--- config.mk ---
export PLATFORM = sky130hd
export DESIGN_NAME = pivot_search_seq
export DESIGN_NICKNAME = d
export VERILOG_FILES = /design/src/rtl/pivot_search_seq.sv
export SDC_FILE = /design/constraint.sdc
export NUM_CORES = 1
export LEC_CHECK = 0
export ABC_AREA = 1
export CAP_MARGIN = 20
export CORE_MARGIN = 10
export CORE_UTILIZATION = 53
export CTS_CLUSTER_SIZE = 10
export DETAILED_ROUTE_END_ITERATION = 10
export PLACE_DENSITY = 0.8
export SLEW_MARGIN = 10
export SYNTH_ARGS = -nofsm -noshare
export SYNTH_HDL_FRONTEND = slang
export SYNTH_SLANG_ARGS = --single-unit
--- constraint.sdc ---
create_clock -name clk_in -period 3.83 [get_ports clk_in]
set_input_delay 1.149 -clock clk_in [delete_from_list [all_inputs] [get_ports clk_in]]
set_output_delay 1.149 -clock clk_in [all_outputs]
set_load 0.02 [all_outputs]
--- src/rtl/pivot_search_seq.sv ---
// Sequential pivot finder: scans the strict upper triangle of an N_STOCKS x N_STOCKS matrix
// and returns the largest element. Define PIVOT_SEARCH_ABS_EN to rank by magnitude instead of signed value.
module pivot_search_seq #(
    parameter int WIDTH    = 16,
    parameter int N_STOCKS = 4,
    localparam int IW      = (N_STOCKS > 2) ? $clog2(N_STOCKS) : 1
) (
    input  logic                    clk_in,
    input  logic                    rst_in,
    input  logic                    start_in,
    input  logic signed [WIDTH-1:0] thresh_in,
    output logic                    rd_en_out,
    output logic [IW-1:0]           rd_row_out,
    output logic [IW-1:0]           rd_col_out,
    input  logic signed [WIDTH-1:0] rd_data_in,
    output logic                    busy_out,
    output logic                    done_out,
    output logic [IW-1:0]           pivot_i_out,
    output logic [IW-1:0]           pivot_j_out,
    output logic signed [WIDTH-1:0] pivot_val_out,
    output logic                    converged_out
);

    typedef enum logic [1:0] {IDLE, SCAN, DRAIN, DONE} state_t;

    localparam logic [IW-1:0] LAST_IDX = IW'(N_STOCKS - 1);
    localparam logic [IW-1:0] LAST_ROW = IW'(N_STOCKS - 2);

    state_t state, state_next;

    logic [IW-1:0]           row, col;
    logic                    pipe_valid;
    logic [IW-1:0]           pipe_row, pipe_col;
    logic                    seeded;
    logic [IW-1:0]           best_i, best_j;
    logic signed [WIDTH-1:0] best_val;
    logic [WIDTH-1:0]        thresh_q;

    logic                    take;
    logic [IW-1:0]           cand_i, cand_j;
    logic signed [WIDTH-1:0] cand_val;

    // Both modes map the key onto an unsigned ordering so one comparator serves either build.
    function automatic logic [WIDTH-1:0] key_of(input logic [WIDTH-1:0] v);
`ifdef PIVOT_SEARCH_ABS_EN
        return v[WIDTH-1] ? (~v + WIDTH'(1)) : v;
`else
        return {~v[WIDTH-1], v[WIDTH-2:0]};
`endif
    endfunction

    function automatic logic [WIDTH-1:0] thresh_key(input logic [WIDTH-1:0] t);
`ifdef PIVOT_SEARCH_ABS_EN
        return t;
`else
        return {~t[WIDTH-1], t[WIDTH-2:0]};
`endif
    endfunction

    always_ff @(posedge clk_in) begin
        if (rst_in) state <= IDLE;
        else        state <= state_next;
    end

    always_comb begin
        state_next = state;
        case (state)
            IDLE:  if (start_in) state_next = SCAN;
            SCAN:  if (row == LAST_ROW && col == LAST_IDX) state_next = DRAIN;
            DRAIN: state_next = DONE;
            DONE:  state_next = IDLE;
            default: state_next = IDLE;
        endcase
    end

    always_comb begin
        rd_en_out  = (state == SCAN);
        rd_row_out = (state == SCAN) ? row : '0;
        rd_col_out = (state == SCAN) ? col : '0;
        busy_out   = (state == SCAN) || (state == DRAIN);
        done_out   = (state == DONE);
    end

    always_comb begin
        take     = !seeded || (key_of(rd_data_in) > key_of(best_val));
        cand_i   = take ? pipe_row   : best_i;
        cand_j   = take ? pipe_col   : best_j;
        cand_val = take ? rd_data_in : best_val;
    end

    // The last datum arrives during DRAIN, so results latch from the live candidate on the DRAIN->DONE edge.
    always_ff @(posedge clk_in) begin
        if (rst_in) begin
            row           <= '0;
            col           <= '0;
            pipe_valid    <= 1'b0;
            pipe_row      <= '0;
            pipe_col      <= '0;
            seeded        <= 1'b0;
            best_i        <= '0;
            best_j        <= '0;
            best_val      <= '0;
            thresh_q      <= '0;
            pivot_i_out   <= '0;
            pivot_j_out   <= '0;
            pivot_val_out <= '0;
            converged_out <= 1'b0;
        end else begin
            if (state == IDLE && start_in) begin
                row      <= '0;
                col      <= IW'(1);
                thresh_q <= thresh_in;
                seeded   <= 1'b0;
            end else if (state == SCAN) begin
                if (col == LAST_IDX) begin
                    row <= row + IW'(1);
                    col <= row + IW'(1) + IW'(1);
                end else begin
                    col <= col + IW'(1);
                end
            end
            pipe_valid <= (state == SCAN);
            pipe_row   <= row;
            pipe_col   <= col;
            if (pipe_valid) begin
                best_i   <= cand_i;
                best_j   <= cand_j;
                best_val <= cand_val;
                seeded   <= 1'b1;
            end
            if (state == DRAIN) begin
                pivot_i_out   <= cand_i;
                pivot_j_out   <= cand_j;
                pivot_val_out <= cand_val;
                converged_out <= key_of(cand_val) < thresh_key(thresh_q);
            end
        end
    end

endmodule
# After elaboration in Yosys (flattened, before gate mapping)
# Cells that the tools add are included.
totals:
  mem_bits_ro: 0
  word_cells: 56
  inputBits: 35
  out_inout_bits: 28
  mem_count: 0
  latch_bits: 0
  reg_bits: 69
  ram_bits: 0
op_classes:
  shift: 0
  bitwise_logic: 4
  div: 0
  eq_ne: 7
  n_mul: 0
  n_mux: 13
  order_cmp: 2
  reduce_logical: 11
  addsub: 3
op_table:
  columns: ["operator", "count"]
  rows:
  - ["16-bit greater-than comparator", 1]
  - ["16-bit less-than comparator", 1]
  - ["16-bit 2-to-1 mux", 1]
  - ["2-bit 2-to-1 mux", 7]
  - ["2-bit equality test (second input constant)", 4]
  - ["2-bit case mux with 4 select lines", 1]
  - ["2-bit by 1-bit adder with 2-bit output (second input constant)", 3]
  - ["1-bit 2-to-1 mux", 4]
  - ["1-bit NOT", 4]
  - ["2-bit AND reduction", 2]
  - ["2-bit nonzero test", 2]
  - ["2-bit by 1-bit equality test with 1-bit output (second input constant)", 1]
  - ["1-bit logical AND", 2]
  - ["2-bit zero test", 1]
  - ["1-bit logical OR", 2]
  - ["2-bit by 1-bit != test with 1-bit output (second input constant)", 1]
  - ["2-bit != test (second input constant)", 1]
  - ["2-bit OR reduction", 1]
  - ["1-bit zero test", 1]

# Longest topological paths before layout
depth:
  ltp_word: 6
  ltp_mapped: 27
  ltp_nobuf: 25

# Worst setup path after synthesis
# Ideal clock, no wire load.
synth_timing:
  path_kind: "input to register"
  from: "input port rd_data_in[15]"
  to: "register converged_out"
  path_slack_ps: 409
  arrival_ps: 3354
  required_time_ps: 3763
  setup_ps: 67
  n_path_buf: 2
  stages: 20
  cell_sequence: "inv_1 ha_1 a21oi_1 o21ai_0 a21oi_1 nand2_1 nand2_1 nand2_2 buf_6 buf_6 nand2_1 o21ai_2 ha_1 a21oi_1 nor2_1 a211oi_1 o221ai_1 nor2_1 nand2_1 a21oi_2"
synth_between:
  elab_cells_between_ends: 6
  classes_between: "order compare: 2; mux: 1; bitwise: 2; reduce/logical: 1"
synth_rtl:
  columns: ["element", "line_no", "text"]
  rows:
  - ["start: declaration", "15", "input logic signed [WIDTH-1:0] rd_data_in,"]
  - ["1-bit NOT", "48", "return {~v[WIDTH-1], v[WIDTH-2:0]};"]
  - ["16-bit greater-than comparator", "85", "take = !seeded || (key_of(rd_data_in) > key_of(best_val));"]
  - ["1-bit logical OR", "85", null]
  - ["16-bit 2-to-1 mux", "88", "cand_val = take ? rd_data_in : best_val;"]
  - ["via cand_val[9]", "41", "logic signed [WIDTH-1:0] cand_val;"]
  - ["16-bit less-than comparator", "135", "converged_out <= key_of(cand_val) < thresh_key(thresh_q);"]
  - ["end signal: assignment", "135", null]
  - ["end: declaration", "21", "output logic converged_out"]
# The timed path passes the listed nets, and every way through them passes these cells.
# A chain may end at the register's enable or synchronous reset.

# Worst setup path in the final report
layout_timing:
  from: "input port rd_data_in[9]"
  to: "register converged_out"
layout_between:
  elab_cells_between_ends: 5
  classes_between: "order compare: 2; mux: 1; bitwise: 1; reduce/logical: 1"
layout_rtl:
  columns: ["element", "line_no"]
  rows:
  - ["16-bit greater-than comparator", "85"]
  - ["1-bit logical OR", "85"]
  - ["16-bit 2-to-1 mux", "88"]
  - ["via cand_val[5]", "41"]
  - ["16-bit less-than comparator", "135"]
# The timed path passes the listed nets, and every way through them passes these cells.

==> flow_summary_export.csv <==
group,metric,value,unit
synthesis,yosys.area.top_type,"dfxtp_1",
power,p_per_area,630,mW/mm²
power,p_switching,1.15,mW
timing,period_share,0.964,
detailed_routing,viasPerCell,5.04,
grt,grt_pass1_vias,3133,
synthesis,synth_seq_cells,69,
clock_tree,cts-root-buf,"clkbuf_8",
grt,met2_usage,0.279,
detailed_routing,drc_errors,0,
critical_path,cp.required,4.12,ns
synthesis,yosys.area.top_type_share,0.380,
grt,grt_pass1_wl,14400,µm
timing,maxSlewViolCount,0,
power,clkPwrFrac,0.229,
floorplanning,ios,63,
timing,fmax,0.271,GHz
final_layout,regArea,0.00138,mm²
timing,setup-violations-final,0,
power,swShare,0.383,
timing,worst_pin_slew,1.00,ns
grt,grt_max_degree,48,
synthesis,synth_area_leaders,"dfxtp_1 (38%), ha_1 (13%), inv_1 (10%)",
power,combPwrFrac,0.438,
timing,finalClockSkew,0.00916,ns
grt,antenna_found_initial,0,
timing,slew_headroom,0.329,
power,power.leakage,2.33,nW
synthesis,synth_compound_area_frac,0.206,
critical_path,crit_chain,"clkdlybuf4s50_1, ha_1, nand2_1, nand2_1, nand3_1, nand2_1, a21oi_1, nand2_1, nand2_2, nand2_4, buf_12, nand2_1, o21ai_2, ha_1, a21oi_2, nor2_1, a211oi_1, nand2_1, nand2_1, nand2_1, a21oi_2",
grt,grt.busiest_layer,"met2",
floorplanning,die_area,0.0106,mm²
power,peakVddDrop,0.271,mV
clock_tree,worstSkewPairLatency,0.36,ns
placed_design,io_buffer_count,62,
critical_path,start_kind,"input port",
detailed_routing,routedWlPerCell,13.6,µm
floorplanning,row_count,30,
timing,fin_ws,0.139,ns
floorplanning,core,0.00672,mm²
synthesis,netlist-cell-type-count,25,
critical_path,path_buf_inv,2,
final_layout,drive_gt1_frac,0.124,
critical_path,r2r_cells,21,
clock_tree,cts_made_buffers,9,
synthesis,syn-num-nets,574,
synthesis,synthAdderAreaFrac,0.127,
synthesis,synth_top_family_by_area,"compound AO/OA/AOI/OAI gates",
clock_tree,cts_hold_buf,0,
critical_path,crit_top_cell,"nand2_1",
placed_design,dp_slack,-0.252,ns
power,power.internal,1.85,mW
clock_tree,cts.htree.levels,3,
outcome,status,"finished clean",
critical_path,crit_cells,21,
timing,hold_viol,0,
synthesis,synth-xor-area-share,0,
critical_path,crit_slowest_cell,"clkdlybuf4s50_1",
final_layout,fin_cells,671,
placed_design,dp.cells,653,
critical_path,max_stage_delay,0.45,ns
placed_design,place_congestion,0.872,
power,p_seq_frac,0.333,
synthesis,synthCells,502,
critical_path,cp.arrival,3.98,ns
floorplanning,die_y,103,µm
floorplanning,die_x,103,µm
synthesis,synth_simple_gate_area_frac,0.155,
final_layout,fillers,545,
synthesis,syn_area,0.00363,mm²
critical_path,critical_path_class,"in2reg",
critical_path,worstSetupEndpointType,"register",
synthesis,synth_area_per_cell,7.23,µm²
final_layout,fin_nets,658,
detailed_routing,drt_iter0_drc,123,
floorplanning,initial_core_util,0.540,
timing,finalCriticalPeriod,3.69,ns
grt,grt.overflow.total,0,
run,drv_cap,0,
final_layout,antenna_cells,0,
min_path,hp-class,"reg2reg",
detailed_routing,vias,3380,
grt,use_met3,0.0489,
critical_path,cp_top_family,"simple AND/OR/NAND/NOR gates",
critical_path,path_max_fanout,15,
clock_tree,clock_sinks,69,
synthesis,seq_area_frac_synth,0.380,
synthesis,synthMuxAreaShare,0,
clock_tree,path_clk_slew,0.07,ns
clock_tree,clockBufferDepth,2,
final_layout,multi_input_area,0.00182,mm²
detailed_routing,firstDrtPassIters,5,
synthesis,ys_warn_count,0,
min_path,worstHoldPathCells,2,
clock_tree,tritoncts,"yes",
final_layout,syn_to_final_growth,31.2,%
grt,grtUsageMet1,0.214,
placed_design,dp_hpwl,6600,µm
detailed_routing,wl,9110,µm
detailed_routing,ant_nets,0,
grt,grt_use_total,0.173,
[state kept, by name (all words and copies together), names as in the netlist]
signal and count:
pipe_valid 1, state 2, pivot_i_out 2, best_i 2
best_j 2, col 2, pipe_col 2, pivot_j_out 2
pivot_val_out 16, converged_out 1, pipe_row 2, best_val 16
thresh_q 16, row 2, seeded 1
[cell families (layout without fill, tap and decap cells)]
group | after synthesis | in the layout
simple gates | 142 | 143
compound gates | 135 | 135
fa+ha+maj | 37 | 37
flops | 69 | 69
buf+inv | 119 | 207
[through the flow]
| stage | total power [mW] | setup TNS, ns | util | cell area [µm²] | hold slack (ns) |
|---|---|---|---|---|---|
| floorplan | 1.83 | 0 | - | 3630 | 0.435 |
| global placement | 2.23 | -0.159 | 0.667 | 4480 | 0.452 |
| detailed placement | 2.28 | -0.252 | 0.667 | 4480 | 0.463 |
| CTS | 2.98 | 0 | 0.702 | 4720 | 0.474 |
| global route | 3.21 | -0.0217 | 0.709 | 4760 | 0.501 |
| finish | 3.00 | 0 | 0.709 | 4760 | 0.471 |
[worst register-to-register path, delay by kind of cell (launching register included)]
family / cells / cell delay (ns)
flip-flops: 1 / 0.30
AO/OA/AOI/OAI: 5 / 0.61
buffers and inverters: 2 / 0.32
adder cells (fa/ha/maj): 2 / 0.58
AND/OR/NAND/NOR: 12 / 0.95
[what timing repair did]
item,CTS,global route
gates resized for setup,0,8
endpoints found under the hold margin,0,0
setup buffers,0,1
endpoints found under the setup margin,0,1
[power by group through the flow]
stage	combinational, mW	sequential, mW	clock, mW
final	1.31	0.999	0.686
after global routing	1.48	1.02	0.721
after CTS	1.29	0.996	0.694
after detailed placement	1.27	1.01	0
after global placement	1.22	1.00	0
after floorplan	0.750	1.08	0
[worst paths after layout]
check	end	from	slack, ns
worst min register to register	thresh_q[1]$_SDFFE_PP0P_	thresh_q[1]$_SDFFE_PP0P_	0.47
worst min-delay path	thresh_q[1]$_SDFFE_PP0P_	thresh_q[1]$_SDFFE_PP0P_	0.47
worst max-delay path	converged_out$_SDFFE_PP0P_	rd_data_in[9]	0.14
worst max register to register	converged_out$_SDFFE_PP0P_	best_val[9]$_SDFFE_PP0P_	1.01
[synth_stat cells]
cell type / instances
nand3_2: 1
clkinv_1: 1
a211oi_1: 4
nand4_1: 1
o21ai_0: 36
o221ai_1: 1
nor3_2: 1
nand2_1: 67
a21oi_2: 1
dfxtp_1: 69
clkbuf_1: 15
o21ai_1: 30
a21oi_1: 47
buf_4: 1
buf_6: 3
nor3_1: 2
o211ai_1: 2
o21ai_2: 13
nand3_1: 5
nor2_1: 62
buf_1: 2
ha_1: 37
nand2_2: 3
inv_1: 97
a21o_1: 1
[metal layers]
metal	wire length, µm	part of all wire
met1	4180	0.46
met2	4210	0.46
met3	528	0.058
met4	187	0.021
met5	0	0
[layout make-up]
class / count / area share
clock buffers: 11 / 0.0318
clock inverters: 5 / 0.0171
inverters: 98 / 0.0772
multi-input cells: 315 / 0.381
flip-flops and latches: 69 / 0.290
well taps: 80 / 0.0210
repair buffers: 93 / 0.182
[cell usage in the layout, fill, tap and decap left out]
cell / instances
nor3_1: 2
a211oi_1: 4
a21oi_1: 44
ha_1: 37
nand4_1: 1
clkbuf_8: 11
inv_1: 97
o211ai_1: 2
dfxtp_1: 69
o21ai_4: 1
o21ai_1: 29
buf_12: 1
o21ai_2: 13
inv_6: 1
nand3_2: 1
bufinv_16: 2
a21oi_2: 4
o221ai_1: 1
buf_4: 30
clkdlybuf4s50_1: 62
nor2_1: 62
clkinvlp_4: 1
nand3_1: 5
nand2_4: 1
nand2_1: 65
a21o_1: 1
o21ai_0: 36
clkinv_2: 1
nor3_2: 1
clkinv_1: 1
nand2_2: 5
Note: power is estimated with default switching activity, not from simulation.
==> RTL change (same flow settings) <==
Encoding of `state_t`: now Gray code (2 bits for 4 states).
--- a/src/rtl/pivot_search_seq.sv
+++ b/src/rtl/pivot_search_seq.sv
@@ -21,7 +21,7 @@
     output logic                    converged_out
 );
 
-    typedef enum logic [1:0] {IDLE, SCAN, DRAIN, DONE} state_t;
+    typedef enum logic [1:0] {IDLE = 2'b00, SCAN = 2'b01, DRAIN = 2'b11, DONE = 2'b10} state_t;
 
     localparam logic [IW-1:0] LAST_IDX = IW'(N_STOCKS - 1);
     localparam logic [IW-1:0] LAST_ROW = IW'(N_STOCKS - 2);
Function: same outputs for any inputs over 10 cycles, from zero or initial values and one cycle with rst_in high; not proved beyond that.
==> RTL change against the original RTL <==
Routed wire length down 5.4%; design area decreased by 2.2%; setup slack improved by 0.11 ns; sequential cell count unchanged; clock skew is 0.0050 ns lower; utilization is 1.3 points higher; synthesized area down 1.3%; cell count shrank 2.2%; register-to-register slack improved by 0.10 ns; die area shrank 1.1%; count of clock-buffer cells in the layout grew 2.
Power is not compared: it rests on default switching activity, and its combinational part moved more than twofold at a synthesized area within 25%.
==> RTL change: results (changes against the original RTL) <==
worst_setup_path:
  slowest_delay_ns: 0.45  # about the same
  reg2reg_from: "best_val[5]"  # was best_val[9]
  startpoint: "rd_data_in[1]"  # was rd_data_in[9]
  worstPathMaxFanout: 18  # was 15
  critical_path_arrival_ns: 3.87  # was 3.98 ns
  crit_slowest_cell: "clkdlybuf4s50_1"  # unchanged
synthesis:
  synthDistinctLibCells: 27  # was 25
  async_flop_share_pct: 0  # unchanged
  synth.top_cells.by_count: "inv_1 (111), dfxtp_1 (69), a21oi_1 (68)"  # was inv_1 (97), dfxtp_1 (69), nand2_1 (67)
  yosys_warnings: 0  # unchanged
  synth_xor_area_share_pct: 0.244  # was 0%
  synthMuxAreaShare_pct: 0  # unchanged
  syn-num-nets: 562  # was 574
  synth-compound-area-share_pct: 23.5  # was 20.6%
  avgSynthCellArea_um2: 7.24  # was 7.23 um2
  synthTopCellsByArea: "dfxtp_1 (39%), inv_1 (12%), ha_1 (11%), a21oi_1 (9.5%), nand2_1 (6.5%)"  # was dfxtp_1 (38%), ha_1 (13%), inv_1 (10%), nand2_1 (6.9%), a21oi_1 (6.5%)
  yosys.area_share.adder_pct: 11.2  # was 12.7%
  ys_seq_area_share_pct: 38.5  # was 38.0%
sta:
  max_slew_margin_pct: 33.4  # was 32.9%
  clock_skew_ns: 0.00412  # was 0.00916 ns
  setup_viol_count_final: 0  # unchanged
clocking:
  clk_latency_ns: 0.35
  cts-root-buf: "clkbuf_8"  # unchanged
  cts_buffers: 9  # unchanged
  clockBufferDepth: 2  # unchanged
  clk_pin_slew_worst_paths_ns: 0.07  # about the same
global_route:
  grt_max_degree: 43  # was 48
  grt_pass1_wl_um: 14300  # was 14400 um
  grt_use_total_pct: 17.2  # was 17.3%
  antenna_found_initial: 0  # unchanged
  first_global_vias: 3036  # was 3133
routing:
  drtIter0Drc: 152  # was 123
  totalWireLength_um: 8620  # was 9110 um
  via_count: 3252  # was 3380
  post_drt_wl_per_cell_um: 13.1  # was 13.6 um
  dr.pass1.iters: 4  # was 5
placement:
  placed_cell_area_um2: 4430  # was 4480 um2
  io_buffers: 62  # unchanged
  gp_congestion: 0.815  # was 0.872
  pre_cts_slack_ns: -0.0867  # was -0.252 ns
  hpwl_um: 6480  # was 6600 um
run_status:
  status: "finished clean"  # unchanged
cells_and_area:
  layout.nets: 641  # was 658
  antenna_cells: 0  # unchanged
  fillers: 534  # was 545
  reg.largest.list: "best_val x16, pivot_val_out x16, thresh_q x16"  # unchanged
  drive_gt1_share_pct: 10.4  # was 12.4%
hold_path:
  hp-class: "reg -> reg"  # unchanged
  worstHoldStart: "thresh_q[2]"  # was thresh_q[1]
floorplan:
  core_area_um2: 6460  # was 6720 um2
power:
  switching_share_pct: 26.5
  irDropWorstVdd_mv: 0.250
-- RTL change: cell count changes in the layout (fill, tap and decap cells not counted), sizes merged, moves of 2 or more --
| cell | delta |
|---|---|
| a21oi | +21 |
| nor2 | -33 |
| buf | -3 |
| nand2 | -6 |
| a211oi | -2 |
| clkbuf | +2 |
| ha | -5 |
| inv | +13 |
-- RTL change: final timing paths --
kind / slack (ns) / cells after the start / to
hold reg to reg: 0.47 / 2 / thresh_q[2]
setup / recovery: 0.25 / 23 / converged_out
setup reg to reg: 1.11 / 21 / converged_out
hold / removal: 0.47 / 2 / thresh_q[2]
-- RTL change: metrics by stage --
stage / util (%) / setup TNS (ns)
2_1_floorplan: - / 0
3_3_place_gp: 68.5 / -0.0189
3_5_place_dp: 68.5 / -0.0867
4_1_cts: 71.9 / 0
5_1_grt: 72.2 / -0.0167
6_report: 72.2 / 0
-- RTL change: routing by layer --
layer | share of wire, % | GRT usage, % | vias up
met5 | 0 | 0 | -
met2 | 45 | 26.7 | 69
met4 | 1.6 | 6.18 | 0
met1 | 48 | 22.5 | 1439
met3 | 5.2 | 4.52 | 13
li1 | - | - | 1731
-- RTL change: power by group through the flow --
| stage | clock, uW | combinational (uW) | sequential [uW] |
|---|---|---|---|
| CTS | 667 | 310 | 763 |
| finish | 661 | 313 | 763 |
| global route | 690 | 357 | 766 |
| global placement | 0 | 294 | 778 |
| floorplan | 0 | 191 | 776 |
| detailed placement | 0 | 306 | 780 |
-- RTL change: area by class of cell --
type	count	area [um2]	share of cell area (%)
multi-input cells	292	1680	36.0
clock buffers	13	149	3.19
flip-flops and latches	69	1380	29.6
well taps	77	96.3	2.07
repair buffers	90	868	18.6
clock inverters	3	68.8	1.48
inverters	112	420	9.02
